**src/rtl/base_acredit_src.sv**
```systemverilog
// Credit-based link source: accepts valid/ready beats, launches registered valid-only
// beats toward a credit sink, and tracks free sink slots in a saturating credit counter.
module base_acredit_src #(
  parameter int credits     = 4,
  parameter int log_credits = $clog2(credits + 1),
  parameter int width       = 8
) (
  input  logic             clk,
  input  logic             reset,
  input  logic             i_v,
  output logic             i_r,
  input  logic [width-1:0] i_d,
  output logic             o_v,
  output logic [width-1:0] o_d,
  input  logic             o_c,
  output logic             o_idle,
  output logic             o_err
);

  localparam logic [log_credits-1:0] full_cnt = log_credits'(credits);
  localparam logic [log_credits-1:0] one_cnt  = log_credits'(1);

  logic [log_credits-1:0] cnt;
  logic                   acc;
  logic                   full;
  logic                   inc;
  logic                   dec;
  logic                   overflow;

  // Ready depends only on the counter, so a returned credit is never bypassed
  // into the same cycle's accept decision.
  assign i_r      = (cnt != '0);
  assign full     = (cnt == full_cnt);
  assign acc      = i_v & i_r;
  assign inc      = o_c & ~acc & ~full;
  assign dec      = acc & ~o_c;
  assign overflow = o_c & ~acc & full;
  assign o_idle   = full;

  // NOTE: sequential state uses non-blocking assignments so every register samples
  // pre-edge values; blocking here would create order-dependent simulation races.
  always_ff @(posedge clk or negedge reset) begin
    if (!reset) begin
      cnt <= full_cnt;
    end else if (inc) begin
      cnt <= cnt + one_cnt;
    end else if (dec) begin
      cnt <= cnt - one_cnt;
    end
  end

  always_ff @(posedge clk or negedge reset) begin
    if (!reset) begin
      o_v <= 1'b0;
      o_d <= '0;
    end else begin
      o_v <= acc;
      if (acc) begin
        o_d <= i_d;
      end
    end
  end

  // A credit arriving while all credits are home means the sink returned more than it
  // was given; the counter saturates and the flag latches until reset.
  always_ff @(posedge clk or negedge reset) begin
    if (!reset) begin
      o_err <= 1'b0;
    end else if (overflow) begin
      o_err <= 1'b1;
    end
  end

  a_cnt_range: assert property (@(posedge clk) disable iff (!reset) cnt <= full_cnt);
  a_acc_has_credit: assert property (@(posedge clk) disable iff (!reset) acc |-> (cnt != '0));
  a_beat_launch: assert property (@(posedge clk) disable iff (!reset) acc |=> o_v);
  a_err_on_overflow: assert property (@(posedge clk) disable iff (!reset) overflow |=> o_err);
  a_err_sticky: assert property (@(posedge clk) disable iff (!reset) o_err |=> o_err);

endmodule

```
**config.mk**
```make
export PLATFORM = sky130hd
export DESIGN_NAME = base_acredit_src
export DESIGN_NICKNAME = d
export VERILOG_FILES = /design/src/rtl/base_acredit_src.sv
export SDC_FILE = /design/constraint.sdc
export NUM_CORES = 1
export LEC_CHECK = 0
export ABC_AREA = 1
export CAP_MARGIN = 20
export CORE_MARGIN = 1.5
export CORE_UTILIZATION = 43
export DETAILED_ROUTE_END_ITERATION = 16
export PLACE_DENSITY_LB_ADDON = 0.1
export SYNTH_ARGS = -nofsm -noshare
export SYNTH_HDL_FRONTEND = slang
export SYNTH_SLANG_ARGS = --single-unit
```
**constraint.sdc**
```tcl
create_clock -name clk -period 3.1 [get_ports clk]
set_clock_uncertainty 0.1 [all_clocks]
set_input_delay 0.31 -clock clk [delete_from_list [all_inputs] [get_ports clk]]
set_output_delay 0.31 -clock clk [all_outputs]
set_load 0.01 [all_outputs]
```
==> results of run 1 <==
[synth_stat cells]
cell,number
nand3_1,3
nand2_1,32
dfrtp_1,12
fa_1,1
nor2_2,1
or2_4,1
dfstp_2,1
nand2_4,2
nand3_4,1
nand2_2,2
a31o_1,1
inv_1,2
inv_2,2
o21bai_1,1
buf_6,1
[worst paths after layout]
check                       start  cells after the start  slack (ns)  endpoint
max in group asynchronous   reset                      1        2.22    cnt[2]
min in group clk            o_err                      1        0.37     o_err
min                         reset                      1        0.30    cnt[1]
min reg2reg                 o_err                      1        0.37     o_err
max                        cnt[0]                      4        1.02    o_idle
max reg2reg                cnt[0]                      9        1.18    cnt[2]
[power by group]
group | total (mW) | switching [mW] | internal [mW]
clock | 0.106 | 0.0560 | 0.0498
sequential | 0.304 | 0.0541 | 0.250
combinational | 0.400 | 0.193 | 0.207
[per-stage QoR]
stage	hold slack, ns	setup slack, ns	area, um^2	power, mW
floorplan	-0.08559	1.387	591.8	0.5281
global placement	0.3524	1.152	829.5	0.6996
detailed placement	0.3621	1.114	829.5	0.7109
CTS	0.3224	1.011	855.8	0.8171
global route	0.3518	0.9409	855.8	0.8799
finish	0.3023	1.020	855.8	0.8093
[area by class of cell]
class	instances	area [um^2]	share of cell area, %
flip-flops and latches	13	326.6	38.16
multi-input cells	45	239.0	27.92
repair buffers	23	230.2	26.90
clock buffers	4	26.28	3.070
well taps	15	18.77	2.193
inverters	4	15.01	1.754
[per-layer routing]
layer  vias up  part of all wire (%)
met2        11                    49
li1        246                     -
met1       218                    47
met5         -                     0
met4         0                  0.43
met3         2                   3.5
[worst max-delay path, stage by stage (launching register included)]
cell and delay [ns]:
dfrtp_1 0.45, nor2_2 0.19, nand2_1 0.13, inv_1 0.09
clkdlybuf4s50_1 0.53
[cells in the final DEF, fill, tap and decap left out, drive strengths merged]
cell / count
o21bai: 1
a31o: 1
dfrtp: 12
nor2: 1
fa: 1
or2: 1
dfstp: 1
nand2: 36
clkdlybuf4s50: 23
clkbuf: 4
nand3: 4
inv: 4
[sequential cells by signal, summed over array words and instances, names as in the netlist]
name   cells
cnt        3
o_d        8
o_v        1
o_err      1
[logic make-up (layout without fill, tap and decap cells)]
| logic type | Yosys count | count (layout) |
|---|---|---|
| adders and majority gates | 1 | 1 |
| AOI/OAI and AO/OA | 2 | 2 |
| DFF | 13 | 13 |
| and+or+nand+nor | 42 | 42 |
| buffers and inverters | 5 | 31 |
==> results.json, run 1 <==
{
  "seq_area_frac_synth_pct": 55.18,
  "fin_nets": 103,
  "utilization_pct": 66.60,
  "grt_max_degree": 14,
  "critPathKind": "register to output port",
  "tightest_slew_ns": 0.5768,
  "cts_root_buffer": "clkbuf_4",
  "max-cap-violations": 0,
  "synth_area_um2": 591.8,
  "tritoncts": "yes",
  "fmax_mhz": 480.7,
  "cts_buffer_depth": 2,
  "hold_path.class": "input pin to async pin",
  "core_area_um2": 1285,
  "drive_above_1_share_pct": 14.61,
  "die_height_um": 40.10,
  "synth.avg_cell_area_um2": 9.394,
  "worstPathArrival_ns": 1.67,
  "relSlewSlack_pct": 61.43,
  "synth_top_area_share_pct": 50.74,
  "placedCellCount": 100,
  "fp.dieW_um": 40.10,
  "met1_usage_pct": 24.04,
  "powerDensity_nw_per_um2": 945.6,
  "final-max-slew-violation-count": 0,
  "synth_compound_area_share_pct": 2.748,
  "rows": 13,
  "start_util_pct": 46.06,
  "syn_to_final_growth_pct": 44.61,
  "clock_latency_ns": 0.27,
  "gp_congestion": 0.7574,
  "cellLeakagePower_nw": 0.4235,
  "grt_pass1_vias": 400,
  "cp-end-kind": "output port",
  "clock-sinks": 13,
  "fin_crit_sh_pct": 67.10,
  "drt-initial-drc-count": 4,
  "synth.net_count": 76,
  "n_fill_cell": 118,
  "layoutNonFillerInstCount": 104,
  "hold_violations": 0,
  "dieArea_um2": 1608,
  "gr-total-overflow": 0,
  "worstSetupStartpointType": "register",
  "routed_via_density": 4.587,
  "synth_top_family_by_area": "simple AND/OR/NAND/NOR gates",
  "rsz0062_at_grt": "no",
  "hpwl_um": 845.2,
  "ys_seq_elements": 13,
  "crit_required_ns": 2.69,
  "diodes": 0,
  "grt_pass1_wl_um": 1759,
  "synth_simple_gate_area_share_pct": 34.25,
  "cts_resized": 0,
  "ir_worst_vdd_mv": 0.4713,
  "hold_buffers": 0,
  "period_needed_ns": 2.080,
  "htree_levels": 1,
  "synth_xor_area_share_pct": 0,
  "synthMuxAreaShare_pct": 0,
  "grt_util_met3_pct": 3.333,
  "ys_types": 15,
  "netlist_top_cells_area": "dfrtp_1, nand2_1, dfstp_2",
  "dr.pass1.iters": 4,
  "wl_per_cell_um": 11.10,
  "use_met2_pct": 24.19,
  "final.setup.tns_ns": 0,
  "yosysWarnings": 0,
  "io_pins": 24,
  "drt-total-wl_um": 1154,
  "portBuffers": 23,
  "clkTransAtPathRegs_ns": 0.08,
  "status": "finished, final reports clean",
  "numCtsBuffers": 3,
  "ant_nets": 0,
  "setup_violations": 0,
  "dr_total_vias": 477,
  "cts_post_setup_buffers_inserted": 0,
  "antenna_found_initial": 0,
  "synth_largest_area_cell": "dfrtp_1",
  "syn_inst": 63,
  "synth_fa_ha_area_share_pct": 3.383,
  "grt_usage_pct": 16.84,
  "worstPathMaxFanout": 4,
  "grt_busiest_layer": "met2",
  "drc": 0
}
(Power assumes the default switching activity.)
==> run 2: changes to the inputs <==
--- a/config.mk
+++ b/config.mk
@@ -8,7 +8,7 @@
 export ABC_AREA = 1
 export CAP_MARGIN = 20
 export CORE_MARGIN = 1.5
-export CORE_UTILIZATION = 43
+export CORE_UTILIZATION = 36
 export DETAILED_ROUTE_END_ITERATION = 16
 export PLACE_DENSITY_LB_ADDON = 0.1
 export SYNTH_ARGS = -nofsm -noshare
==> constraint.sdc (replaced) <==
create_clock -name clk -period 1.7 [get_ports clk]
set_clock_uncertainty 0.1 [all_clocks]
set_input_delay 0.17 -clock clk [delete_from_list [all_inputs] [get_ports clk]]
set_output_delay 0.17 -clock clk [all_outputs]
set_load 0.01 [all_outputs]
==> run 2 against run 1 <==
  * The run now ends with setup timing left
  * Combinational power is 130% higher
  * Die area increased by 18%
  * First-iteration DRC count is the same
  * Clock power is 75% higher
  * Register-to-register slack lost 1.2 ns
  * Final cell count up 8.7%
  * Hold slack worse by 0.15 ns
  * Via count up 7.1%
  * Global-route usage decreased by 1.6 points
  * Sequential cell count is the same
  * Cell area up 9.8%
  * Critical endpoint is now cnt[2]
==> results.json, run 2 (synthesis gave the netlist of run 1 again) <==
{
  "diodes": 0,
  "n_fill_cell": 131,
  "period_needed_ns": 1.719,
  "numCtsBuffers": 3,
  "drt-initial-drc-count": 4,
  "max_stage_delay_ns": 0.42,
  "grt_max_degree": 14,
  "cp_slowest_cell": "dfrtp_1",
  "powerDensity_nw_per_um2": 1739,
  "routed_via_density": 4.522,
  "ir_worst_vdd_mv": 0.9402,
  "gr-total-overflow": 0,
  "antenna_found_initial": 0,
  "dieArea_um2": 1896,
  "tightest_slew_ns": 0.5585,
  "start_util_pct": 38.83,
  "max-cap-violations": 0,
  "layoutNonFillerInstCount": 113,
  "setup_violations": 1,
  "holdWs_ns": 0.1566,
  "layout.cells.most_common": "nand2_1",
  "critPathTopFamily": "simple AND/OR/NAND/NOR gates",
  "dpl-instance-area_um2": 868.3,
  "worst-path-buf-inv": 1,
  "regArea_um2": 326.6,
  "clock_power_share_pct": 11.4,
  "cellLeakagePower_nw": 0.4694,
  "internal_power_mw": 1.036,
  "portBuffers": 23,
  "core_area_um2": 1524,
  "final_area_um2": 939.7,
  "wl_per_cell_um": 11.27,
  "drt-total-wl_um": 1274,
  "fp.dieW_um": 43.55,
  "netSwitchingFraction_pct": 36.57,
  "rows": 14,
  "cp_common_cell": "nand2_1",
  "largest_reg_flops": 8,
  "cp-end-kind": "register",
  "ant_nets": 0,
  "layout_common_cells": "nand2_1, clkdlybuf4s50_1, dfrtp_1",
  "multi_input_comb_area_um2": 260.3,
  "grt_pass1_wl_um": 2070,
  "clkTransAtPathRegs_ns": 0.08,
  "regMostFlops": "o_d",
  "fmax_mhz": 581.7,
  "pwr-share-comb_pct": 55.3,
  "rsz0062_at_grt": "yes",
  "tritoncts": "yes",
  "fin_nets": 111,
  "worstPathArrival_ns": 1.84,
  "grt_usage_pct": 15.20,
  "utilization_pct": 61.66,
  "fin_crit_sh_pct": 101.1,
  "largest_registers": "o_d x8, cnt x3",
  "gp_congestion": 0.7183,
  "final-max-slew-violation-count": 0,
  "cts_root_buffer": "clkbuf_4",
  "placedCellCount": 106,
  "violations": "setup timing",
  "drive_above_1_share_pct": 24.74,
  "dr_total_vias": 511,
  "grt_pass1_vias": 510,
  "io_pins": 24,
  "cts_buffer_depth": 2,
  "worstSetupStartpointType": "register",
  "p_seq_share_pct": 33.3,
  "worstPathMaxFanout": 2,
  "hpwl_um": 899,
  "die_height_um": 43.55,
  "clock-sinks": 13,
  "hold_path.class": "input pin to async pin",
  "hold_buffers": 0,
  "critPathKind": "register to register",
  "drc": 0,
  "status": "finished with violations",
  "htree_levels": 1,
  "switchingPower_mw": 0.5976,
  "final.setup.tns_ns": -0.01924,
  "crit_required_ns": 1.82,
  "hold_violations": 0,
  "dr.pass1.iters": 5,
  "syn_to_final_growth_pct": 58.77,
  "relSlewSlack_pct": 62.65,
  "path_cells": "nor2_4, buf_6, nand2_4, nand2_4, nand3_4, fa_2, o21bai_4, nand2_1, nand2_1, nand2_1",
  "setup_slack_ns": -0.01924,
  "clock_latency_ns": 0.27
}
## run 2: per-stage QoR
stage / setup slack [ns] / total power [mW]
final: -0.01924 / 1.634
after global routing: -0.07742 / 1.763
after detailed placement: -0.0007435 / 1.358
after CTS: 0.003426 / 1.581
after floorplan: 0.003766 / 0.9628
after global placement: 0.04204 / 1.336
## run 2: repair_timing
action,CTS,global route
pin swaps,1,3
resized for setup,5,2
endpoints found under the setup margin,3,2
endpoints found under the hold margin,0,0
setup buffers,1,2
## run 2: power groups by stage
stage	sequential, mW	clock (mW)	combinational, mW
CTS	0.547	0.195	0.839
finish	0.544	0.186	0.904
detailed placement	0.539	0	0.819
floorplan	0.596	0	0.367
global placement	0.535	0	0.801
global route	0.561	0.211	0.991
## run 2: cell type report
class / instances / share of cell area, %
well taps: 16 / 2.130
inverters: 4 / 1.598
repair buffers: 31 / 31.03
multi-input cells: 45 / 27.70
clock buffers: 4 / 2.796
flip-flops and latches: 13 / 34.75
## run 2: routing by layer
layer | global-route usage, % | routed length [um]
met5 | 0 | 0
met1 | 17.20 | 564
met4 | 5.455 | 14
met2 | 25.59 | 631
met3 | 6.250 | 64
## run 2: final timing paths
| kind | end | start | cells after the start | slack, ns |
|---|---|---|---|---|
| max in group asynchronous | cnt[2] | reset | 1 | 0.97 |
| worst max register to register | cnt[2] | cnt[1] | 10 | -0.02 |
| min in group clk | o_d[4] | i_d[4] | 3 | 0.33 |
| worst min register to register | o_err | o_err | 1 | 0.38 |
| worst min-delay path | cnt[0] | reset | 1 | 0.16 |
| worst max-delay path | cnt[2] | cnt[1] | 10 | -0.02 |
==> run 3: changes to the inputs <==
--- a/config.mk
+++ b/config.mk
@@ -9,8 +9,10 @@
 export CAP_MARGIN = 20
 export CORE_MARGIN = 1.5
 export CORE_UTILIZATION = 36
+export CTS_CLUSTER_SIZE = 12
 export DETAILED_ROUTE_END_ITERATION = 16
 export PLACE_DENSITY_LB_ADDON = 0.1
+export REMOVE_ABC_BUFFERS = 1
 export SYNTH_ARGS = -nofsm -noshare
 export SYNTH_HDL_FRONTEND = slang
 export SYNTH_SLANG_ARGS = --single-unit
==> run 3 against run 2 <==
  * The run still ends with setup timing left
  * Cell area up 2.1%
  * Register-to-register slack about the same
  * Worst setup slack about the same
  * Critical path type unchanged
  * Largest cell class unchanged
  * Highest routed layer unchanged
==> results.json, run 3 (synthesis gave the netlist of run 1 again) <==
{
  "portBuffers": 23,
  "fin_nets": 113,
  "diodes": 0,
  "setup_slack_ns": -0.01934,
  "ir_worst_vdd_mv": 0.8495,
  "max-cap-violations": 0,
  "grt_max_degree": 13,
  "drc": 0,
  "dieArea_um2": 1896,
  "cellLeakagePower_nw": 0.4785,
  "routed_via_density": 4.504,
  "worstPathArrival_ns": 1.85,
  "io_pins": 24,
  "largest_reg_flops": 8,
  "fin_crit_sh_pct": 101.1,
  "tritoncts": "yes",
  "status": "finished with violations",
  "core_area_um2": 1524,
  "antenna_found_initial": 0,
  "worstSetupStartpointType": "register",
  "rr_startpoint": "cnt[0]",
  "wl_per_cell_um": 12.53,
  "largest_registers": "o_d x8, cnt x3",
  "violations": "setup timing",
  "n_fill_cell": 143,
  "hold_path.class": "input pin to async pin",
  "cp_slowest_cell": "dfrtp_2",
  "utilization_pct": 62.97,
  "layout.cells.most_common": "nand2_1",
  "path_cells": "nor2_4, buf_6, nand2_4, nand2_4, nand3_4, fa_2, o21bai_4, nand2_1, nand2_1, nand2_1",
  "numCtsBuffers": 3,
  "cts_root_buffer": "clkbuf_4",
  "drt-total-wl_um": 1441,
  "setup_violations": 1,
  "regMostFlops": "o_d",
  "gp_congestion": 0.7243,
  "critPathKind": "register to register",
  "fmax_mhz": 581.6,
  "cp-end-kind": "register",
  "dr_total_vias": 518,
  "die_height_um": 43.55,
  "worstPathMaxFanout": 3,
  "crit_required_ns": 1.83,
  "relSlewSlack_pct": 78.33,
  "gr-total-overflow": 0,
  "rows": 14,
  "holdWs_ns": 0.04339,
  "cp_common_cell": "nand2_1",
  "ant_nets": 0,
  "hold_violations": 0,
  "clock_latency_ns": 0.28,
  "grt_usage_pct": 17.71,
  "layout_common_cells": "nand2_1, clkdlybuf4s50_1, dfrtp_1",
  "powerDensity_nw_per_um2": 1753,
  "drt-initial-drc-count": 0,
  "syn_to_final_growth_pct": 62.16,
  "rsz0062_at_grt": "yes",
  "power.total_mw": 1.682,
  "grt_pass1_vias": 520,
  "tightest_slew_ns": 0.3241,
  "hpwl_um": 990.1,
  "cts_buffer_depth": 2,
  "fp.dieW_um": 43.55,
  "startpoint": "cnt[0]",
  "dr.pass1.iters": 1,
  "drive_above_1_share_pct": 27.27,
  "clock-sinks": 13,
  "period_needed_ns": 1.719,
  "dpl-instance-area_um2": 868.3,
  "clkTransAtPathRegs_ns": 0.08,
  "grt_pass1_wl_um": 2352,
  "final_area_um2": 959.7,
  "max_stage_delay_ns": 0.45,
  "start_util_pct": 38.83,
  "final-max-slew-violation-count": 0,
  "htree_levels": 1
}
## run 3: critical path: cells and delay by family (launching register included)
kind            cells  cell delay, ns
flops               1            0.45
fa+ha+maj           1            0.37
compound gates      1            0.18
simple gates        7            0.46
buf+inv             1            0.11
## run 3: layer usage
metal | GRT usage (%) | vias to the layer above | wire length [um]
met1 | 19.09 | 234 | 538
met5 | 0 | - | 0
met4 | 5.455 | 0 | 8
li1 | - | 268 | -
met3 | 7.500 | 2 | 80
met2 | 31.18 | 14 | 814
## run 3: per-stage QoR
stage	instances	setup WS, ns	TNS, ns
detailed placement	106	-0.03529	-0.03529
finish	115	-0.01934	-0.01934
floorplan	62	-0.07457	-0.07457
global route	115	-0.07598	-0.07598
CTS	112	-0.01185	-0.01185
global placement	106	0.03058	0
## run 3: what timing repair did
| item | in CTS | in global routing |
|---|---|---|
| setup buffers | 2 | 3 |
| gates resized for setup | 4 | 5 |
| hold buffers | 0 | 0 |
| pin swaps | 1 | 1 |
| setup endpoints to repair | 3 | 3 |
## run 3: worst paths after layout
check / end / slack [ns] / depth (start not counted)
worst max-delay path: cnt[2] / -0.02 / 10
worst min register to register: o_d[3] / 0.38 / 2
worst min-delay path: o_err / 0.04 / 1
min in group clk: o_d[5] / 0.32 / 3
max in group asynchronous: o_d[1] / 1.04 / 2
worst max register to register: cnt[2] / -0.02 / 10
## run 3: power by group
| group | internal [mW] | leakage [nW] | switching, mW | total (mW) |
|---|---|---|---|---|
| Combinational | 0.509 | 0.307 | 0.425 | 0.935 |
| Sequential | 0.458 | 0.154 | 0.0958 | 0.554 |
| Clock | 0.0873 | 0.0177 | 0.106 | 0.194 |
| Total | 1.05 | 0.479 | 0.627 | 1.68 |
## run 3: area by class of cell
cell class / count / area [um^2] / share of cell area, %
flip-flops and latches: 13 / 327.8 / 34.16
repair buffers: 33 / 311.5 / 32.46
multi-input cells: 45 / 257.7 / 26.86
clock buffers: 3 / 22.52 / 2.347
well taps: 16 / 20.02 / 2.086
inverters: 4 / 15.01 / 1.565
clock inverters: 1 / 5.005 / 0.5215
